**src/rtl/reg_bank_pkg.sv**
```systemverilog
// Shared address-map helpers for the 16-bit datapath register bank.
package reg_bank_pkg;

   localparam int unsigned GPR_BASE = 0;

   function automatic int unsigned idx_base(input int unsigned ngpr);
      return GPR_BASE + ngpr;
   endfunction

   // First address past the counters; it and everything above read as zero.
   function automatic int unsigned const_addr(input int unsigned ngpr, input int unsigned nidx);
      return idx_base(ngpr) + nidx;
   endfunction

   function automatic int unsigned calc_aw(input int unsigned ngpr, input int unsigned nidx);
      return (ngpr + nidx + 1 > 1) ? $clog2(ngpr + nidx + 1) : 1;
   endfunction

endpackage

```
**src/rtl/idx_counter.sv**
```systemverilog
// Loop-index counter: bus load, decrement to zero with done pulse, optional reload.
module idx_counter #(
   parameter int unsigned      WIDTH  = 16,
   parameter logic [WIDTH-1:0] INIT   = '0,
   parameter bit               RELOAD = 1'b0
) (
   input  logic             clk_i,
   input  logic             rst_ni,
   input  logic             ld_i,
   input  logic             dec_i,
   input  logic [WIDTH-1:0] data_i,
   output logic [WIDTH-1:0] cnt_d_o,
   output logic [WIDTH-1:0] cnt_q_o,
   output logic             zero_o,
   output logic             done_o
);

   logic [WIDTH-1:0] cnt_q, cnt_d;
   logic             done_q, done_d;

   always_comb begin
      cnt_d  = cnt_q;
      done_d = 1'b0;
      if (ld_i) begin
         cnt_d = data_i;
      end else if (dec_i) begin
         if (cnt_q > WIDTH'(1)) begin
            cnt_d = cnt_q - WIDTH'(1);
         end else if (cnt_q == WIDTH'(1)) begin
            cnt_d  = '0;
            done_d = 1'b1;
         end else if (RELOAD) begin
            cnt_d = INIT;
         end
      end
   end

   always_ff @(posedge clk_i or negedge rst_ni) begin
      if (!rst_ni) begin
         cnt_q  <= INIT;
         done_q <= 1'b0;
      end else begin
         cnt_q  <= cnt_d;
         done_q <= done_d;
      end
   end

   assign cnt_d_o = cnt_d;
   assign cnt_q_o = cnt_q;
   assign zero_o  = (cnt_q == '0);
   assign done_o  = done_q;

endmodule

```
**src/rtl/reg_bank.sv**
```systemverilog
// Register bank: bus-loaded GPRs, index counters and two registered read ports.
module reg_bank
   import reg_bank_pkg::*;
#(
   parameter int unsigned             WIDTH    = 16,
   parameter int unsigned             NGPR     = 4,
   parameter int unsigned             NIDX     = 2,
   parameter logic [NIDX*WIDTH-1:0]   IDX_INIT = {16'd100, 16'd10},
   parameter bit                      RELOAD   = 1'b0,
   parameter int unsigned             AW       = calc_aw(NGPR, NIDX)
) (
   input  logic                   clk_i,
   input  logic                   rst_ni,
   input  logic [WIDTH-1:0]       bus_i,
   input  logic [NGPR-1:0]        ld_i,
   input  logic [NIDX-1:0]        idx_ld_i,
   input  logic [NIDX-1:0]        idx_dec_i,
   input  logic [AW-1:0]          rd_sel_a_i,
   input  logic [AW-1:0]          rd_sel_b_i,
   output logic [WIDTH-1:0]       rd_a_o,
   output logic [WIDTH-1:0]       rd_b_o,
   output logic [NGPR*WIDTH-1:0]  gpr_q_o,
   output logic [NIDX*WIDTH-1:0]  idx_q_o,
   output logic [NIDX-1:0]        idx_zero_o,
   output logic [NIDX-1:0]        idx_done_o
);

   localparam int unsigned IdxBase   = idx_base(NGPR);
   localparam int unsigned ConstAddr = const_addr(NGPR, NIDX);

   logic [NGPR*WIDTH-1:0] gpr_q, gpr_d;
   logic [NIDX*WIDTH-1:0] idx_d;
   logic [WIDTH-1:0]      rd_a_q, rd_a_d, rd_b_q, rd_b_d;

   always_comb begin
      gpr_d = gpr_q;
      for (int unsigned k = 0; k < NGPR; k++) begin
         if (ld_i[k]) begin
            gpr_d[k*WIDTH +: WIDTH] = bus_i;
         end
      end
   end

   always_ff @(posedge clk_i or negedge rst_ni) begin
      if (!rst_ni) begin
         gpr_q <= '0;
      end else begin
         gpr_q <= gpr_d;
      end
   end

   for (genvar g = 0; g < NIDX; g++) begin : g_idx
      idx_counter #(
         .WIDTH  (WIDTH),
         .INIT   (IDX_INIT[g*WIDTH +: WIDTH]),
         .RELOAD (RELOAD)
      ) u_idx (
         .clk_i   (clk_i),
         .rst_ni  (rst_ni),
         .ld_i    (idx_ld_i[g]),
         .dec_i   (idx_dec_i[g]),
         .data_i  (bus_i),
         .cnt_d_o (idx_d[g*WIDTH +: WIDTH]),
         .cnt_q_o (idx_q_o[g*WIDTH +: WIDTH]),
         .zero_o  (idx_zero_o[g]),
         .done_o  (idx_done_o[g])
      );
   end

   // Muxing next-state values gives same-edge write bypass for free.
   function automatic logic [WIDTH-1:0] rd_mux(input logic [AW-1:0]         sel,
                                               input logic [NGPR*WIDTH-1:0] gpr,
                                               input logic [NIDX*WIDTH-1:0] idx);
      logic [WIDTH-1:0] val;
      val = '0;
      if (32'(sel) < ConstAddr) begin
         for (int unsigned k = 0; k < NGPR; k++) begin
            if (32'(sel) == GPR_BASE + k) val = gpr[k*WIDTH +: WIDTH];
         end
         for (int unsigned k = 0; k < NIDX; k++) begin
            if (32'(sel) == IdxBase + k) val = idx[k*WIDTH +: WIDTH];
         end
      end
      return val;
   endfunction

   always_comb begin
      rd_a_d = rd_mux(rd_sel_a_i, gpr_d, idx_d);
      rd_b_d = rd_mux(rd_sel_b_i, gpr_d, idx_d);
   end

   always_ff @(posedge clk_i or negedge rst_ni) begin
      if (!rst_ni) begin
         rd_a_q <= '0;
         rd_b_q <= '0;
      end else begin
         rd_a_q <= rd_a_d;
         rd_b_q <= rd_b_d;
      end
   end

   assign gpr_q_o = gpr_q;
   assign rd_a_o  = rd_a_q;
   assign rd_b_o  = rd_b_q;

endmodule

```
**config.mk**
```make
export PLATFORM = sky130hd
export DESIGN_NAME = reg_bank
export DESIGN_NICKNAME = d
export VERILOG_FILES = /design/src/rtl/reg_bank_pkg.sv /design/src/rtl/idx_counter.sv /design/src/rtl/reg_bank.sv
export SDC_FILE = /design/constraint.sdc
export NUM_CORES = 1
export LEC_CHECK = 0
export CAP_MARGIN = 25
export CORE_MARGIN = 2
export CORE_UTILIZATION = 42
export CTS_BUF_LIST = sky130_fd_sc_hd__clkbuf_2 sky130_fd_sc_hd__clkbuf_4 sky130_fd_sc_hd__clkbuf_8
export DETAILED_ROUTE_END_ITERATION = 10
export PLACE_DENSITY = 0.72
export SYNTH_ARGS = -nofsm -noshare
export SYNTH_HDL_FRONTEND = slang
export SYNTH_HIERARCHICAL = 1
export SYNTH_SLANG_ARGS = --single-unit
```
**constraint.sdc**
```tcl
create_clock -name clk_i -period 2.5 [get_ports clk_i]
set_input_delay 0.25 -clock clk_i [delete_from_list [all_inputs] [get_ports clk_i]]
set_output_delay 0.25 -clock clk_i [all_outputs]
set_load 0.02 [all_outputs]
```
# After elaboration in Yosys (flattened, before gate mapping)
# Index checks and enable logic that the tools add are counted.
[word_totals]
output_inout_bits = 132
elab_cells = 63
ff_bits = 130
[op_classes]
muxes = 34
order_cmp = 4
n_eq_ne = 12
addsub = 2
n_reduce_logical = 4
[ops]
columns = ["op", "n"]
rows = [
  ["$mux 16", 26],
  ["$eq 16x1->1 const B", 2],
  ["$gt 16x1->1 const B", 2],
  ["$logic_not 16->1", 2],
  ["$sub 16x1->16 const B", 2],
  ["$eq 3x2->1 const B", 4],
  ["$eq 3x3->1 const B", 4],
  ["$mux 1", 8],
  ["$eq 3x1->1 const B", 2],
  ["$logic_not 3->1", 2],
  ["$lt 3x3->1 const B", 2],
]

# Longest topological paths before layout
# Gate-level depths: netlist of run 1.
[depth]
depth_word = 8
mapped_depth = 10
mapped_depth_nobuf = 9

# Hierarchy
# Netlist of run 1, hierarchy kept.
[by_module_without_submodules]
columns = ["mod", "cells_each", "seq_area_each_um2", "area_per_inst_um2", "n_inst"]
rows = [
  ["reg_bank", 360, 2402.3, 4644.5, 1],
  ["idx_counter (g_idx[1].u_idx)", 118, 429.2, 1099.8, 1],
  ["idx_counter (g_idx[0].u_idx)", 118, 427.9, 1098.6, 1],
]

# Least setup slack after synthesis of run 1
# Ideal clock, no wire load.
[synth_timing]
path_type = "register to register"
from = "register g_idx[0].u_idx.cnt_q[4]"
to = "register rd_b_q[15], in the netlist rd_b_o[15]"
setup_slack_ns = -0.296
path_buffers = 1
path_stages_with_launch = 10
arrival_time_ns = 2.666
setup_time_ns = 0.129
path_cell_list = "dfrtp_1 or4_1 buf_2 or3_2 o31ai_1 o31ai_1 mux2_2 nor2_1 o2bb2ai_1 o41a_1"
[synth_via]
elab_chain_len = 8
elab_cells_between_ends = 10
[synth_lines]
columns = ["element", "line_no", "source"]
rows = [
  ["from (decl)", "idx_counter.sv:18", "logic [WIDTH-1:0] cnt_q, cnt_d;"],
  ["from (signal assigned)", "idx_counter.sv:43", "cnt_q <= cnt_d;"],
  ["branches (longest 2 deep; another with $sub 16x1->16)", "-", ""],
  ["$mux 16 *", "idx_counter.sv:27", "if (cnt_q > WIDTH'(1)) begin"],
  ["$mux 16 *", "idx_counter.sv:26", "end else if (dec_i) begin"],
  ["$mux 16 *", "idx_counter.sv:24", "if (ld_i) begin"],
  ["net idx_d[15]", "reg_bank.sv:32", "logic [NIDX*WIDTH-1:0] idx_d;"],
  ["$mux 16 * (2 in series)", "reg_bank.sv:81", "if (32'(sel) == IdxBase + k) val = idx[k*WIDTH +: WIDTH];"],
  ["$mux 16 *", "reg_bank.sv:76", "if (32'(sel) < ConstAddr) begin"],
  ["net rd_b_d[15]", "reg_bank.sv:33", "logic [WIDTH-1:0] rd_a_q, rd_a_d, rd_b_q, rd_b_d;"],
  ["to (signal assigned)", "reg_bank.sv:98", "rd_b_q <= rd_b_d;"],
  ["to (decl)", "reg_bank.sv:33", ""],
]
# Mark *: on every way through the listed nets, which the timed path passes.

# Worst setup path after layout of run 1
[layout_timing]
from = "register g_idx[0].u_idx.cnt_q[5]"
to = "register rd_b_q[15], in the netlist rd_b_o[15]"
# The elaborated chain is that of the path after synthesis.

==> results of run 1 <==
[stage by stage]
step / utilization, % / std cells / setup WS, ps / cell area, µm²
after floorplan: - / 596 / -128.2 / 6893
after global placement: 58.00 / 1019 / -86.82 / 9214
after detailed placement: 58.00 / 1019 / -128.4 / 9214
after CTS: 60.49 / 1054 / -62.03 / 9609
after global routing: 62.59 / 1060 / -112.1 / 9943
final: 62.59 / 1060 / -43.98 / 9943
[cells in the mapped netlist, types with 7 or more instances]
master,number
buf_2,20
buf_6,9
clkbuf_1,16
dfrtp_1,125
inv_1,13
mux2_2,58
mux2_4,7
mux2i_1,35
nand2_1,34
nand2b_1,7
nor2_1,11
nor3_1,16
nor3b_1,7
o21ai_0,25
o22ai_1,45
o22ai_2,10
o32ai_1,30
xnor2_1,16
[registers in the layout (all words and copies together) (netlist names)]
register and count:
gpr_q_o 64, g_idx.u_idx/cnt_q_o 32, rd_a_o 16, rd_b_o 16
g_idx.u_idx/done_o 2
[logic make-up (layout without fill, tap and decap cells)]
kind of cell             after synthesis  count (layout)  share of synthesized area, %
AO/OA/AOI/OAI                        149             149                         16.90
adder cells (fa/ha/maj)                6               6                         1.097
AND/OR/NAND/NOR                      130             130                         10.72
XOR/XNOR                              20              20                         2.560
buffers and inverters                 60             308                         4.699
flip-flops                           130             130                         47.63
multiplexers                         101             101                         16.40
[cell usage in the layout, fill, tap and decap left out, types with 5 or more instances in the layout]
cell and instances:
o21ai_1 12, a2111oi_4 5, o21ai_0 6, or4_4 5, ha_1 5, dfstp_2 5
or2_2 5, nand2_1 32, inv_1 13, nor3b_1 7, clkdlybuf4s50_1 160, buf_4 95
nor2b_1 6, clkinv_2 7, nor2_1 9, clkbuf_8 18, mux2i_1 32, o32ai_1 24
or3_4 5, o22ai_2 10, nand2b_1 6, mux2_4 11, o32ai_2 6, o21ai_2 9
dfrtp_1 120, xnor2_1 15, o22ai_1 45, nor3_1 9, mux2_2 54, dfrtp_2 5
[metal layers]
metal | vias to the layer above | share of wire, %
met1 | 3162 | 44
met2 | 402 | 44
met4 | 0 | 2.1
met5 | - | 0
met3 | 50 | 9.9
li1 | 2736 | -
[final timing paths]
| check | startpoint | end | slack [ps] | depth (start not counted) |
|---|---|---|---|---|
| worst max-delay path | g_idx[0].u_idx/cnt_q_o[5] | rd_b_o[15] | -40 | 8 |
| worst min-delay path | rst_ni | g_idx[1].u_idx/cnt_q_o[3] | 340 | 2 |
| worst max register to register | g_idx[0].u_idx/cnt_q_o[5] | rd_b_o[15] | -40 | 8 |
| worst min register to register | gpr_q_o[49] | gpr_q_o[49] | 550 | 1 |
| max in group asynchronous | rst_ni | g_idx[0].u_idx/cnt_q_o[1] | 1300 | 3 |
| min in group clk_i | idx_dec_i[1] | g_idx[1].u_idx/done_o | 520 | 4 |
[power by group]
group	total [mW]	internal (mW)	switching [mW]
Clock	1.57	0.700	0.868
Sequential	2.47	2.33	0.141
Combinational	2.00	0.926	1.08
[area by class of cell]
type | instances | area [µm²] | area share, %
Multi-Input combinational cell | 406 | 3605 | 36.25
Sequential cell | 130 | 3266 | 32.84
Inverter | 13 | 48.80 | 0.4908
Timing Repair Buffer | 263 | 2415 | 24.29
Clock inverter | 14 | 91.34 | 0.9186
Clock buffer | 18 | 247.7 | 2.492
Tap cell | 216 | 270.3 | 2.718
[timing repair]
action                                 4_1_cts  5_1_grt
resized for setup                           22       71
endpoints found under the hold margin       39        0
hold buffers                                 1        0
setup endpoints to repair                   27       35
buffers inserted                             2        7
pin swaps                                   11       30
cloned                                       0        0
[worst max-delay path, cell delays in order (launching register included)]
cell	delay (ps)
dfrtp_2	410
or4_4	570
or3_4	420
o31ai_4	190
o31ai_2	100
mux2_4	300
nor2_4	80
o2bb2ai_2	60
o41a_1	310
==> results.yml, run 1 <==
route:
  first_pass_iters: 5
  drc_errors: 0
  vias: 6350
  antenna_left: 0
  wl_per_cell_um: 22.57
  viasPerCell: 5.991
  first_iter_violations: 754
  drt_wl_total_um: 23930
die:
  core_mm2: 0.01589
  start_util_pct: 43.08
  io_pins: 164
  dieWidth_um: 131.6
  fp.dieH_um: 131.6
  dieArea_mm2: 0.01733
  placementRows: 46
timing:
  timing.hold.ws_ps: 343.9
  setup_tns_ps: -79.14
  setup_violations: 3
  slew-limit-headroom_pct: 38.08
  worst_slew_pin_slew_ps: 928.8
  hold_violations: 0
  fmax_ghz: 0.3931
  skew_ps: 8.037
  finalCritPeriodShare_pct: 101.8
  min_period_ps: 2544
  setup_slack_ps: -43.98
  drv_slew: 0
  rsz0062_at_grt: "yes"
power:
  finalPower_mw: 6.042
  p_leak_nw: 4.041
  vdd_drop_max_mv: 0.3686
  power.density_mw_per_mm2: 607.7
grt:
  gr-usage-met1_pct: 38.96
  grt_overflow: 0
  grt_first_pass_wirelength_um: 36510
  grt.total_usage_pct: 27.39
  busiest_layer: "met2"
  grt_max_degree: 60
  gr-usage-met2_pct: 40.20
  grt_util_met3_pct: 7.369
  grt_pass1_vias: 6313
  antenna_found_initial: 0
status:
  outcome: "complete, but fails checks"
  violations: "negative setup slack"
logic_synthesis:
  syn_area_per_cell_um2: 11.48
  synth.distinct_cells: 53
  synth.area.top_cells: "dfrtp_1 (46%), mux2_2 (9.5%), mux2i_1 (5.1%)"
  yosysTopAreaCell: "dfrtp_1"
  syn_nets: 634
  synthCells: 596
  ys.warnings.count: 6
  ys_ff_latch: 130
  synth_top_area_share_pct: 45.71
  async_reset_ff_share_pct: 100.0
  syn_area_mm2: 0.006843
  synth_ff_type: "dfrtp_1"
  synth_edf_count: 0
  ys_seq_area_share_pct: 47.63
finish:
  drive_gt1_share_pct: 34.36
  fillers: 1242
  area_delta_synth_final_pct: 45.31
  nets: 869
  antenna_cells: 0
setup_path:
  worstPathRequired_ps: 2840
  endpoint_kind: "register"
  crit_path_start_kind: "register"
  critical_path_class: "register to register"
  crit_path_max_fanout: 6
  crit_arrival_ps: 2880
clocking:
  cts.htree.levels: 4
  cts_buffer_depth: 2
  cts_tree: "done"
  cts_sinks: 130
  cts_made_buffers: 17
  clk_pin_slew_worst_paths_ps: 80
  clock_latency_ps: 460
  cts_root_buf: "clkbuf_8"
place:
  place_hpwl_um: 17230
  portBuffers: 163
  place_congestion: 0.9226
min_path:
  hold_path_class: "primary input to asynchronous set/reset pin"
job:
  max_cap_violations: 0
No activity file was read; power rests on OpenSTA's default activity.
==> run 2, diff against run 1 <==
- ABC_CLOCK_PERIOD_IN_PS: default -> 2500
==> results of run 2 <==
No change in the layout: final DEF, timing and power equal those of run 1.
==> run 3, diff against run 2 <==
- CAP_MARGIN: 25 -> 5
==> results of run 3 <==
No change in the layout: final DEF, timing and power equal those of run 1.
